--- config.mk ---
export PLATFORM = sky130hd
export DESIGN_NAME = piso_stream
export DESIGN_NICKNAME = d
export VERILOG_FILES = /design/src/rtl/piso_pkg.sv /design/src/rtl/piso_hold_buf.sv /design/src/rtl/piso_stream.sv
export SDC_FILE = /design/constraint.sdc
export NUM_CORES = 1
export LEC_CHECK = 0
export ABC_AREA = 1
export BUFFER_PORTS_ARGS = -buffer_cell sky130_fd_sc_hd__buf_2
export CORE_MARGIN = 5
export CORE_UTILIZATION = 49
export CTS_BUF_LIST = sky130_fd_sc_hd__clkbuf_8
export DETAILED_ROUTE_END_ITERATION = 10
export GPL_TIMING_DRIVEN = 0
export PLACE_DENSITY = 0.75
export SYNTH_ARGS = -nofsm -noshare
export SYNTH_HDL_FRONTEND = slang
export SYNTH_SLANG_ARGS = --single-unit
--- constraint.sdc ---
create_clock -name Clock -period 1.23 [get_ports Clock]
set_input_delay 0 -clock Clock [delete_from_list [all_inputs] [get_ports Clock]]
set_output_delay 0 -clock Clock [all_outputs]
set_load 0.05 [all_outputs]
--- src/rtl/piso_pkg.sv ---
// Shared types and constants for the piso_stream serialiser.
// Holds the shifter state encoding, WIDTH bounds and counter sizing.
package piso_pkg;

    typedef enum logic {
        PISO_IDLE,
        PISO_SHIFT
    } piso_state_t;

    localparam int PISO_WIDTH_MIN = 2;
    localparam int PISO_WIDTH_MAX = 32;

    function automatic int piso_cnt_w(input int width);
        return (width <= 2) ? 1 : $clog2(width);
    endfunction

endpackage

--- src/rtl/piso_hold_buf.sv ---
// One-entry holding buffer that parks the next word while the current one shifts.
// Writes are only issued when empty and takes only when full, so they never collide.
module piso_hold_buf #(
    parameter int WIDTH = 4
) (
    input  logic             clk,
    input  logic             clr,
    input  logic             wr,
    input  logic [WIDTH-1:0] wr_data,
    input  logic             take,
    output logic [WIDTH-1:0] data,
    output logic             full,
    output logic             empty
);

    always_ff @(posedge clk or posedge clr) begin
        if (clr) begin
            data <= '0;
            full <= 1'b0;
        end else if (wr) begin
            data <= wr_data;
            full <= 1'b1;
        end else if (take) begin
            full <= 1'b0;
        end
    end

    assign empty = ~full;

endmodule

--- src/rtl/piso_stream.sv ---
// Parallel-in/serial-out shifter with a one-word holding buffer.
// Back-to-back words serialise gaplessly; bit order is fixed by MSB_FIRST.
module piso_stream
    import piso_pkg::*;
#(
    parameter int WIDTH     = 4,
    parameter bit MSB_FIRST = 1'b0
) (
    input  logic             Clock,
    input  logic             Clear,
    input  logic             Load,
    input  logic [WIDTH-1:0] Data_In,
    output logic             Ready,
    input  logic             Shift_En,
    output logic             SO,
    output logic             SO_Valid,
    output logic             SO_Last,
    output logic             Busy
);

    localparam int            CW       = piso_cnt_w(WIDTH);
    localparam logic [CW-1:0] CNT_LAST = CW'(WIDTH - 1);

    if (WIDTH < PISO_WIDTH_MIN || WIDTH > PISO_WIDTH_MAX) begin : g_width_check
        $error("piso_stream: WIDTH must lie in 2..32");
    end

    function automatic logic out_bit(input logic [WIDTH-1:0] w);
        return MSB_FIRST ? w[WIDTH-1] : w[0];
    endfunction

    function automatic logic [WIDTH-1:0] shift_word(input logic [WIDTH-1:0] w);
        return MSB_FIRST ? (w << 1) : (w >> 1);
    endfunction

    piso_state_t      state;
    logic [WIDTH-1:0] sreg;
    logic [CW-1:0]    cnt;

    logic [WIDTH-1:0] hold_data;
    logic             hold_full;
    logic             hold_empty;

    logic             shifting;
    logic             last_take;
    logic             accept;
    logic             direct;
    logic             hold_wr;
    logic             hold_take;

    assign shifting  = (state == PISO_SHIFT);
    assign last_take = shifting && Shift_En && (cnt == CNT_LAST);
    assign accept    = Load && hold_empty;
    assign direct    = accept && (!shifting || last_take);
    assign hold_wr   = accept && !direct;
    assign hold_take = last_take && hold_full;

    piso_hold_buf #(
        .WIDTH(WIDTH)
    ) u_hold (
        .clk    (Clock),
        .clr    (Clear),
        .wr     (hold_wr),
        .wr_data(Data_In),
        .take   (hold_take),
        .data   (hold_data),
        .full   (hold_full),
        .empty  (hold_empty)
    );

    // Buffered word wins over a direct load: a direct load is only possible when the buffer is empty.
    always_ff @(posedge Clock or posedge Clear) begin
        if (Clear) begin
            state <= PISO_IDLE;
            sreg  <= '0;
            cnt   <= '0;
        end else if (hold_take) begin
            state <= PISO_SHIFT;
            sreg  <= hold_data;
            cnt   <= '0;
        end else if (direct) begin
            state <= PISO_SHIFT;
            sreg  <= Data_In;
            cnt   <= '0;
        end else if (last_take) begin
            state <= PISO_IDLE;
            sreg  <= '0;
            cnt   <= '0;
        end else if (shifting && Shift_En) begin
            sreg  <= shift_word(sreg);
            cnt   <= cnt + CW'(1);
        end
    end

    assign SO_Valid = shifting;
    assign SO       = shifting & out_bit(sreg);
    assign SO_Last  = shifting && (cnt == CNT_LAST);
    assign Busy     = shifting | hold_full;
    assign Ready    = hold_empty;

endmodule

After elaboration in Yosys (flattened, before gate mapping)
Index checks and enable logic that the tools add are counted.
W data, S select, Z words.
{"block": "totals", "regBits": 12, "latch_bits": 0, "ramBits": 0, "romBits": 0, "inputBits": 8, "output_inout_bits": 5, "word_cells": 36, "memories": 0}
{"block": "op_classes", "n_addsub": 1, "multipliers": 0, "div_mod_pow": 0, "magnitude_cmp": 0, "n_eq_ne": 1, "n_shift": 0, "mux": 13, "bitwise_logic": 3, "reduce_logical": 13}
{"cell": "$mux W4", "count": 4}
{"cell": "$mux W2", "count": 4}
{"cell": "$logic_and A1 B1 Y1", "count": 7}
{"cell": "$mux W1", "count": 5}
{"cell": "$reduce_bool A4 Y1", "count": 1}
{"cell": "$reduce_bool A3 Y1", "count": 1}
{"cell": "$add A2 B1 Y2 const B", "count": 1}
{"cell": "$eq A2 B2 Y1 const B", "count": 1}
{"cell": "$logic_not A1 Y1", "count": 2}
{"cell": "$reduce_bool A2 Y1", "count": 1}
{"cell": "$and A1 B1 Y1", "count": 1}
{"cell": "$logic_or A1 B1 Y1", "count": 1}
{"cell": "$not A1 Y1", "count": 1}
{"cell": "$or A1 B1 Y1", "count": 1}

Depth between registers and ports, before layout
Gate-level depths: netlist (run 1).
{"block": "depth", "word_depth": 7, "depth_mapped": 8, "ltp_nobuf": 8}

Cells and area by module
A second synthesis (run 1) with hierarchy kept.
{"block": "unflattened", "hier_cells": 90, "area_unflattened_um2": 660.6}
{"mod": "piso_stream", "instances": 1, "cells_each": 67, "area_each_um2": 467.9, "seq_area_each_um2": 175.2}
{"mod": "piso_hold_buf", "instances": 1, "cells_each": 23, "area_each_um2": 192.7, "seq_area_each_um2": 125.1}

Worst setup path after synthesis (run 1)
OpenSTA, ideal clock, no wires.
{"block": "synth_timing", "kind": "reg-to-reg", "from": "register state (netlist: SO_Valid)", "to": "register sreg[3]", "setup_ps": 129, "t_arrival_ps": 1451, "required_ps": 1101, "slack_ps": -349, "path_stages_with_launch": 7, "n_path_buf": 1, "synth_period_minus_slack_ps": 1579, "path_cell_list": "dfrtp_1 nand3_2 nand2_2 nand2_4 buf_6 nand3_1 o211ai_2"}
{"block": "synth_between", "elab_chain_len": 6}
{"element": "start: declaration", "line": "piso_stream.sv:36", "rtl": "piso_state_t state;"}
{"element": "start signal: assignment", "line": "piso_stream.sv:74", "rtl": "state <= PISO_IDLE;"}
{"element": "start signal: assignment", "line": "piso_stream.sv:78", "rtl": "state <= PISO_SHIFT;"}
{"element": "start signal: assignment", "line": "piso_stream.sv:82", "rtl": "state <= PISO_SHIFT;"}
{"element": "$logic_and A1 B1 Y1", "line": "piso_stream.sv:52, piso_stream.sv:89"}
{"element": "$logic_and A1 B1 Y1", "line": "piso_stream.sv:52", "rtl": "assign last_take = shifting && Shift_En && (cnt == CNT_LAST);"}
{"element": "$logic_or A1 B1 Y1", "line": "piso_stream.sv:54", "rtl": "assign direct = accept && (!shifting || last_take);"}
{"element": "$logic_and A1 B1 Y1", "line": "piso_stream.sv:54"}
{"element": "$mux W4", "line": "piso_stream.sv:81", "rtl": "end else if (direct) begin"}
{"element": "$mux W4", "line": "piso_stream.sv:77", "rtl": "end else if (hold_take) begin"}
{"element": "end signal: assignment", "line": "piso_stream.sv:79", "rtl": "sreg <= hold_data;"}
{"element": "end signal: assignment", "line": "piso_stream.sv:83", "rtl": "sreg <= Data_In;"}
{"element": "end signal: assignment", "line": "piso_stream.sv:90", "rtl": "sreg <= shift_word(sreg);"}
{"element": "end: declaration", "line": "piso_stream.sv:37", "rtl": "logic [WIDTH-1:0] sreg;"}
Several ways; a longest one is shown, not always the timed one.
A chain may end at the register's enable or synchronous reset.

Final worst setup path (run 1)
{"block": "layout_timing", "from": "register cnt[0]", "to": "register sreg[1]"}
{"block": "layout_between", "elab_chain_len": 6}
{"element": "start: declaration", "line": "piso_stream.sv:38", "rtl": "logic [CW-1:0] cnt;"}
{"element": "start signal: assignment", "line": "piso_stream.sv:91", "rtl": "cnt <= cnt + CW'(1);"}
{"element": "$eq A2 B2 Y1 *", "line": "piso_stream.sv:52"}
{"element": "$logic_and A1 B1 Y1 *", "line": "piso_stream.sv:52"}
{"element": "$logic_or A1 B1 Y1", "line": "piso_stream.sv:54"}
{"element": "$logic_and A1 B1 Y1", "line": "piso_stream.sv:54"}
{"element": "$mux W4", "line": "piso_stream.sv:81"}
{"element": "$mux W4", "line": "piso_stream.sv:77"}
Mark *: on every way between the ends. The rest lies on a longest branch, timed or not.

==> key figures, run 1 <==
Critical path
  • CP Cell Sequence: ha_4 -> nand3_4 -> buf_4 -> nor2_4 -> nand2_1 -> nand3_1 -> nand2_2 -> nand2_1
  • Reg2reg end: sreg[1]
  • Worst Path Class, Setup: register to register
  • Crit path max-delay family: simple AND/OR/NAND/NOR gates
  • Crit-path max FO: 5
  • Startpoint class of the critical path: register
  • CP max stage delay: 410 ps
  • Crit path capture type: register
  • Crit-path slowest cell: dfrtp_1
  • Register-to-register setup slack: -90 ps
  • Worst EP required: 1410 ps
  • Crit path DAT: 1500 ps
  • Worst R2R Path Depth: 8
  • FF-to-FF Start: cnt[0]
  • CP most frequent cell: nand2_1
  • Worst Path Buf+Inv: 1

Synthesis
  • Synthesized area per cell: 7.93 µm²
  • Largest area contributor in the netlist: dfrtp_1
  • Share of the synthesized area in the top cell type: 0.456
  • Yosys warning count: 0
  • Gate Count Post-Synth: 83
  • Synth cell types: 16
  • Sequential fraction of the synthesis area: 0.456
  • Syn nets: 92
  • Synthesized flop and latch total: 12
  • Top cells by area, synth: dfrtp_1 46%, nand2_1 16%, nand3_1 13%
  • Synth Cell Area: 658 µm²

Run status
  • Status: finished with violations
  • Failing checks: negative setup slack

Pwr
  • Switch share: 0.425
  • P_sw: 993 µW
  • Register share of total power: 0.313
  • Peak supply drop: 1.26 mV
  • Power Total: 2.34 mW
  • Pwr dens: 2400 nW/µm²
  • Cell Int Power: 1.34 mW
  • Clock network fraction of total power: 0.187
  • Comb pwr share: 0.500
  • Pleak: 0.551 nW

STA
  • Final TNS setup: -445 ps
  • Final setup viols: 8
  • Max Clk Rate: between 700 and 800 MHz
  • Pin slew with the least headroom to its limit: between 400 and 500 ps
  • Final Cycle Share: 1.07
  • RSZ-0062 raised after global routing: true
  • Setup WS post-layout: -89.8 ps
  • Pins Over Slew Limit: 0
  • Relative slew slack: 0.698
  • Final min period: roughly 1300 ps
  • Final Hold Viols: 0
  • Fin Clk Skew: 3.45 ps

Clocking
  • Clk Latency, worst-skew pair: 240 ps
  • Total CTS buffers: 3
  • CTS Sinks: 12
  • Worst-path clk slew: 60 ps
  • Clock Tree Buf Depth: 2
  • H-tree depth: 1
  • Root buffer cell: clkbuf_8
  • CTS tree: yes

Die
  • Core Region: 1280 µm²
  • Starting Density: 0.512
  • Die X: 46.7 µm
  • Die area: 2180 µm²
  • Die height: 46.7 µm
  • Rows: 13
  • Io pins: 13

Global route
  • Overflow after GRT: 0
  • Initial antenna violation count: 0
  • Vias in the first global route: 618
  • First-pass GRT wire length: 2.56 mm
  • Overall Global Routing Usage: 0.172
  • Largest net degree at the start of global routing: 13

Drt
  • Drt wl/cell: around 13 µm
  • DRC: 0
  • Remaining antenna violation count: 0
  • Via count: 650
  • WL final: 1.62 mm
  • Drt first pass iters: 4
  • Vias/cell: 5.16
  • Initial DRC Count: 19

Worst hold path
  • HP Class: input pin to register
  • Hold Path Depth: 3
  • Hold Path End: u_hold.data[0]
  • Worst Hold Launch: Data_In[0]

Layout
  • Nets: between 100 and 150
  • Final core utilization: 0.759
  • Area Growth Syn to Fin: 48.1%
  • Inserted Diodes: 0
  • Layout cells sized above 1: 0.432
  • Finished Cell Area: 975 µm²

Placement
  • Post-DP HPWL: 992 µm
  • I/O Buffers: 12
  • RePlAce Congestion: 0.741
  • Place WS: -160 ps
  • DP Area: 768 µm²

Flow run
  • Max Cap Viol: 0
-- logic make-up (layout without fill, tap and decap cells) --
group | after synthesis | count (layout) | synth area share
flip-flops | 12 | 12 | 0.456
buffers and inverters | 13 | 41 | 0.0855
adder cells (fa/ha/maj) | 1 | 1 | 0.0190
AND/OR/NAND/NOR | 52 | 52 | 0.386
AO/OA/AOI/OAI | 5 | 5 | 0.0532
-- layout by cell type, fill, tap and decap left out, types with 2 or more instances in the layout --
master,count
inv_1,10
clkbuf_8,4
nand3_2,2
nand2_1,22
dfrtp_1,10
buf_6,4
nand2_2,6
buf_2,11
buf_4,8
o21ai_0,2
nand2_4,3
nand3_1,15
dlygate4sd3_1,2
-- worst reg2reg max path, delay by kind of cell (launching register included) --
family                     cells  cell delay [ps]
DFF                            1              410
adders and majority gates      1              180
buffers and inverters          1              160
and+or+nand+nor                6              530
-- cell type report --
class                           instances  area [µm²]
Clock buffer                            4        55.1
Multi-Input combinational cell         58         364
Inverter                               12        51.3
Timing Repair Buffer                   24         169
Tap cell                               15        18.8
Fill cell                              88         310
Sequential cell                        12         305
Buffer                                  1        11.3
-- how the worst max path moves through the flow --
stage / slack (ps) / to / startpoint / depth (start not counted)
2_1_floorplan: -40 / sreg[3] / SO_Valid / 6
3_3_place_gp: -120 / u_hold.data[3] / cnt[0] / 7
3_5_place_dp: -160 / u_hold.data[3] / cnt[0] / 7
4_1_cts: -30 / sreg[3] / cnt[1] / 7
5_1_grt: -150 / sreg[1] / cnt[0] / 8
6_report: -90 / sreg[1] / cnt[0] / 8
-- state kept, by name, indices dropped and copies added (netlist names) --
register     flops
SO_Valid         1
cnt              2
u_hold.data      4
u_hold.full      1
sreg             4
-- metal layers --
metal,vias up,track usage,routed length [µm]
li1,322,-,-
met1,301,0.195,655
met2,23,0.294,840
met3,4,0.0469,97
met4,0,0.0829,27
met5,-,0,0
-- timing repair --
item,4_1_cts,5_1_grt
hold buffers,2,0
buffers inserted,7,2
endpoints found under the setup margin,13,14
resized for setup,7,11
cloned,1,0
pin swaps,5,4
hold endpoints to repair,13,0
-- synth_stat cells --
cell	n
nand3_2	1
o211ai_2	1
nand2_4	1
o21ai_0	2
buf_6	1
inv_1	12
nor2_8	1
dfrtp_1	12
or2_2	1
o21ai_1	1
nand3_1	17
o31ai_1	1
nor2_1	1
nand2_2	2
ha_1	1
nand2_1	28
-- per-stage QoR --
step                      instances  hold slack (ps)
after CTS                       124             14.5
after detailed placement        110             25.6
after global routing            126             50.2
after global placement          110             22.8
final                           126             28.2
after floorplan                  83             -135
-- power by group through the flow --
stage / clock network, mW / logic [mW] / registers [mW]
floorplan: 0 / 0.625 / 0.754
global placement: 0 / 0.811 / 0.721
detailed placement: 0 / 0.843 / 0.730
CTS: 0.442 / 1.05 / 0.718
global route: 0.464 / 1.27 / 0.750
finish: 0.436 / 1.17 / 0.731
Power figures use the tool's default switching activity.
==> run 2, diff against run 1 <==
Settings changed: CORE_UTILIZATION 49 to 45, PLACE_DENSITY 0.75 to 0.7.
==> key figures, run 2 (synthesis results as in run 1) <==
STA
  • Fin Clk Skew: 3.24 ps (-0.212 ps)
  • Pins Over Slew Limit: 0 (unchanged)
  • Pin slew with the least headroom to its limit: 449 ps (-3.36 ps)
  • Final Cycle Share: 1.04 (-0.0295)
  • Final TNS setup: -211 ps (+234 ps)
  • Final setup viols: 7 (-1)
  • Setup WS post-layout: -53.6 ps (+36.2 ps)
  • Relative slew slack: 0.700 (+0.00224)
  • RSZ-0062 raised after global routing: true
  • Final min period: 1280 ps (-36.2 ps)
  • Final Hold Viols: 0 (unchanged)
  • Max Clk Rate: 779 MHz (+2.8%)
  • Hold Slack: 9.89 ps (-18.3 ps)

Flow run
  • Max Cap Viol: 0 (unchanged)

Run status
  • Status: finished with violations
  • Failing checks: negative setup slack

Layout
  • Layout cells sized above 1: 0.417 (-0.0158)
  • Sequential cell area: 305 µm² (unchanged)
  • Most common cell after layout, fill and taps aside: nand2_1
  • Fillers: 114 (+30%)
  • Biggest regs: sreg (4), u_hold.data (4), cnt (2)
  • Layout Cells excl Fill: 123 (-2.4%)
  • Inserted Diodes: 0 (unchanged)
  • Nets: 118 (-2.5%)
  • Area Growth Syn to Fin: 44.1%
  • Final core utilization: 0.703 (-0.0560)
  • Footprint of the multi-input gates: 363 µm² (-0.34%)
  • Commonest non-fill, non-tap cells in the layout: 24 x nand2_1, 16 x nand3_1, 11 x buf_2, 10 x dfrtp_1, 9 x inv_1

Drt
  • WL final: 1.49 mm (-8.0%)
  • Drt wl/cell: 12.1 µm (-5.7%)
  • DRC: 0 (unchanged)
  • Via count: 622 (-4.3%)
  • Initial DRC Count: 14 (-5)
  • Drt first pass iters: 4 (unchanged)
  • Vias/cell: 5.06 (-2.0%)
  • Remaining antenna violation count: 0 (unchanged)

Placement
  • Post-DP HPWL: 992 µm (about the same)
  • RePlAce Congestion: 0.743 (+0.16%)
  • Total instance count after detailed placement: 110 (unchanged)
  • I/O Buffers: 12 (unchanged)
  • Place WS: -178 ps (-18.0 ps)

Global route
  • Overflow after GRT: 0 (unchanged)
  • Initial antenna violation count: 0 (unchanged)
  • Vias in the first global route: 545 (-12%)
  • Largest net degree at the start of global routing: 13 (unchanged)
  • First-pass GRT wire length: 2.25 mm (-12%)
  • Overall Global Routing Usage: 0.144 (-0.0281)

Clocking
  • Total CTS buffers: 3 (unchanged)
  • CTS tree: yes
  • Clk Latency, worst-skew pair: 240 ps (about the same)
  • H-tree depth: 1 (unchanged)
  • Worst-path clk slew: 60 ps (about the same)
  • CTS Sinks: 12 (unchanged)
  • Root buffer cell: clkbuf_8
  • Clock Tree Buf Depth: 2 (unchanged)

Pwr
  • Register share of total power: 0.326 (+0.013)
  • Peak supply drop: 0.975 mV (-23%)
  • Clock network fraction of total power: 0.193 (+0.006)
  • P_sw: 963 µW (-3.1%)
  • Cell Int Power: 1.31 mW (-2.6%)
  • Pwr dens: 2390 nW/µm² (-0.10%)
  • Comb pwr share: 0.481 (-0.019)
  • Pleak: 0.530 nW (-3.7%)
  • Switch share: 0.424 (-0.00115)

Die
  • Die X: 48.2 µm (+3.4%)
  • Starting Density: 0.487 (-0.0247)
  • Core Region: 1350 µm² (+5.1%)
  • Die height: 48.2 µm (+3.4%)
  • Rows: 13 (unchanged)
  • Io pins: 13 (unchanged)
  • Die area: 2330 µm² (+6.9%)

Critical path
  • Startpoint class of the critical path: register
  • Worst EP required: 1360 ps (-50 ps)
  • Crit path capture type: register
  • Worst Path Class, Setup: register to register
  • Crit path DAT: 1420 ps (-80 ps)
  • Crit-path max FO: 6 (+1)
  • Register-to-register setup slack: -50 ps (+40 ps)

Worst hold path
  • HP Class: input pin to register
run 2: routing by layer:
metal | vias up | GRT usage | part of all wire
li1 | 317 | - | -
met1 | 284 | 0.177 | 0.43
met2 | 16 | 0.237 | 0.49
met3 | 5 | 0.0221 | 0.051
met4 | 0 | 0.0806 | 0.022
met5 | - | 0 | 0
run 2: worst paths after layout:
check | from | to | cells past startpoint
max | cnt[0] | sreg[0] | 8
min | Data_In[0] | u_hold.data[0] | 3
min reg2reg | u_hold.data[2] | u_hold.data[2] | 2
max reg2reg | cnt[0] | sreg[0] | 8
max in group asynchronous | Clear | SO_Valid | 3
min in group asynchronous | Clear | sreg[1] | 3
run 2: power by group through the flow:
| stage | clock [mW] | combinational [mW] | sequential, mW |
|---|---|---|---|
| CTS | 0.440 | 0.994 | 0.733 |
| finish | 0.438 | 1.09 | 0.740 |
| detailed placement | 0 | 0.826 | 0.733 |
| global placement | 0 | 0.811 | 0.723 |
| global route | 0.451 | 1.19 | 0.762 |
| floorplan | 0 | 0.625 | 0.754 |
run 2: layout make-up:
| class | count | area share |
|---|---|---|
| sequential | 12 | 0.322 |
| buffer | 1 | 0.0119 |
| multi-input combinational | 58 | 0.383 |
| inverter | 12 | 0.0541 |
| clock buffer | 4 | 0.0580 |
| timing repair buffer | 21 | 0.152 |
| tap | 15 | 0.0198 |
run 2: metrics by stage:
| stage | total power, mW | instance area, µm² |
|---|---|---|
| detailed placement | 1.56 | 768 |
| finish | 2.27 | 948 |
| floorplan | 1.38 | 689 |
| global route | 2.40 | 948 |
| CTS | 2.17 | 912 |
| global placement | 1.53 | 768 |
run 2: critical path, cell delays in order (launching register included):
cell and delay [ps]:
dfrtp_1 410, ha_4 180, nand3_4 100, nand2_4 90, nand2_4 90, buf_6 120
nand2_4 50, nand2_1 80, nand2_1 50
run 2: timing repair:
item | in CTS | in global routing
hold endpoints to repair | 12 | 0
resized for setup | 8 | 11
setup endpoints to repair | 13 | 14
pin swaps | 7 | 13
hold buffers | 1 | 0
cloned | 1 | 0
buffers inserted | 6 | 1
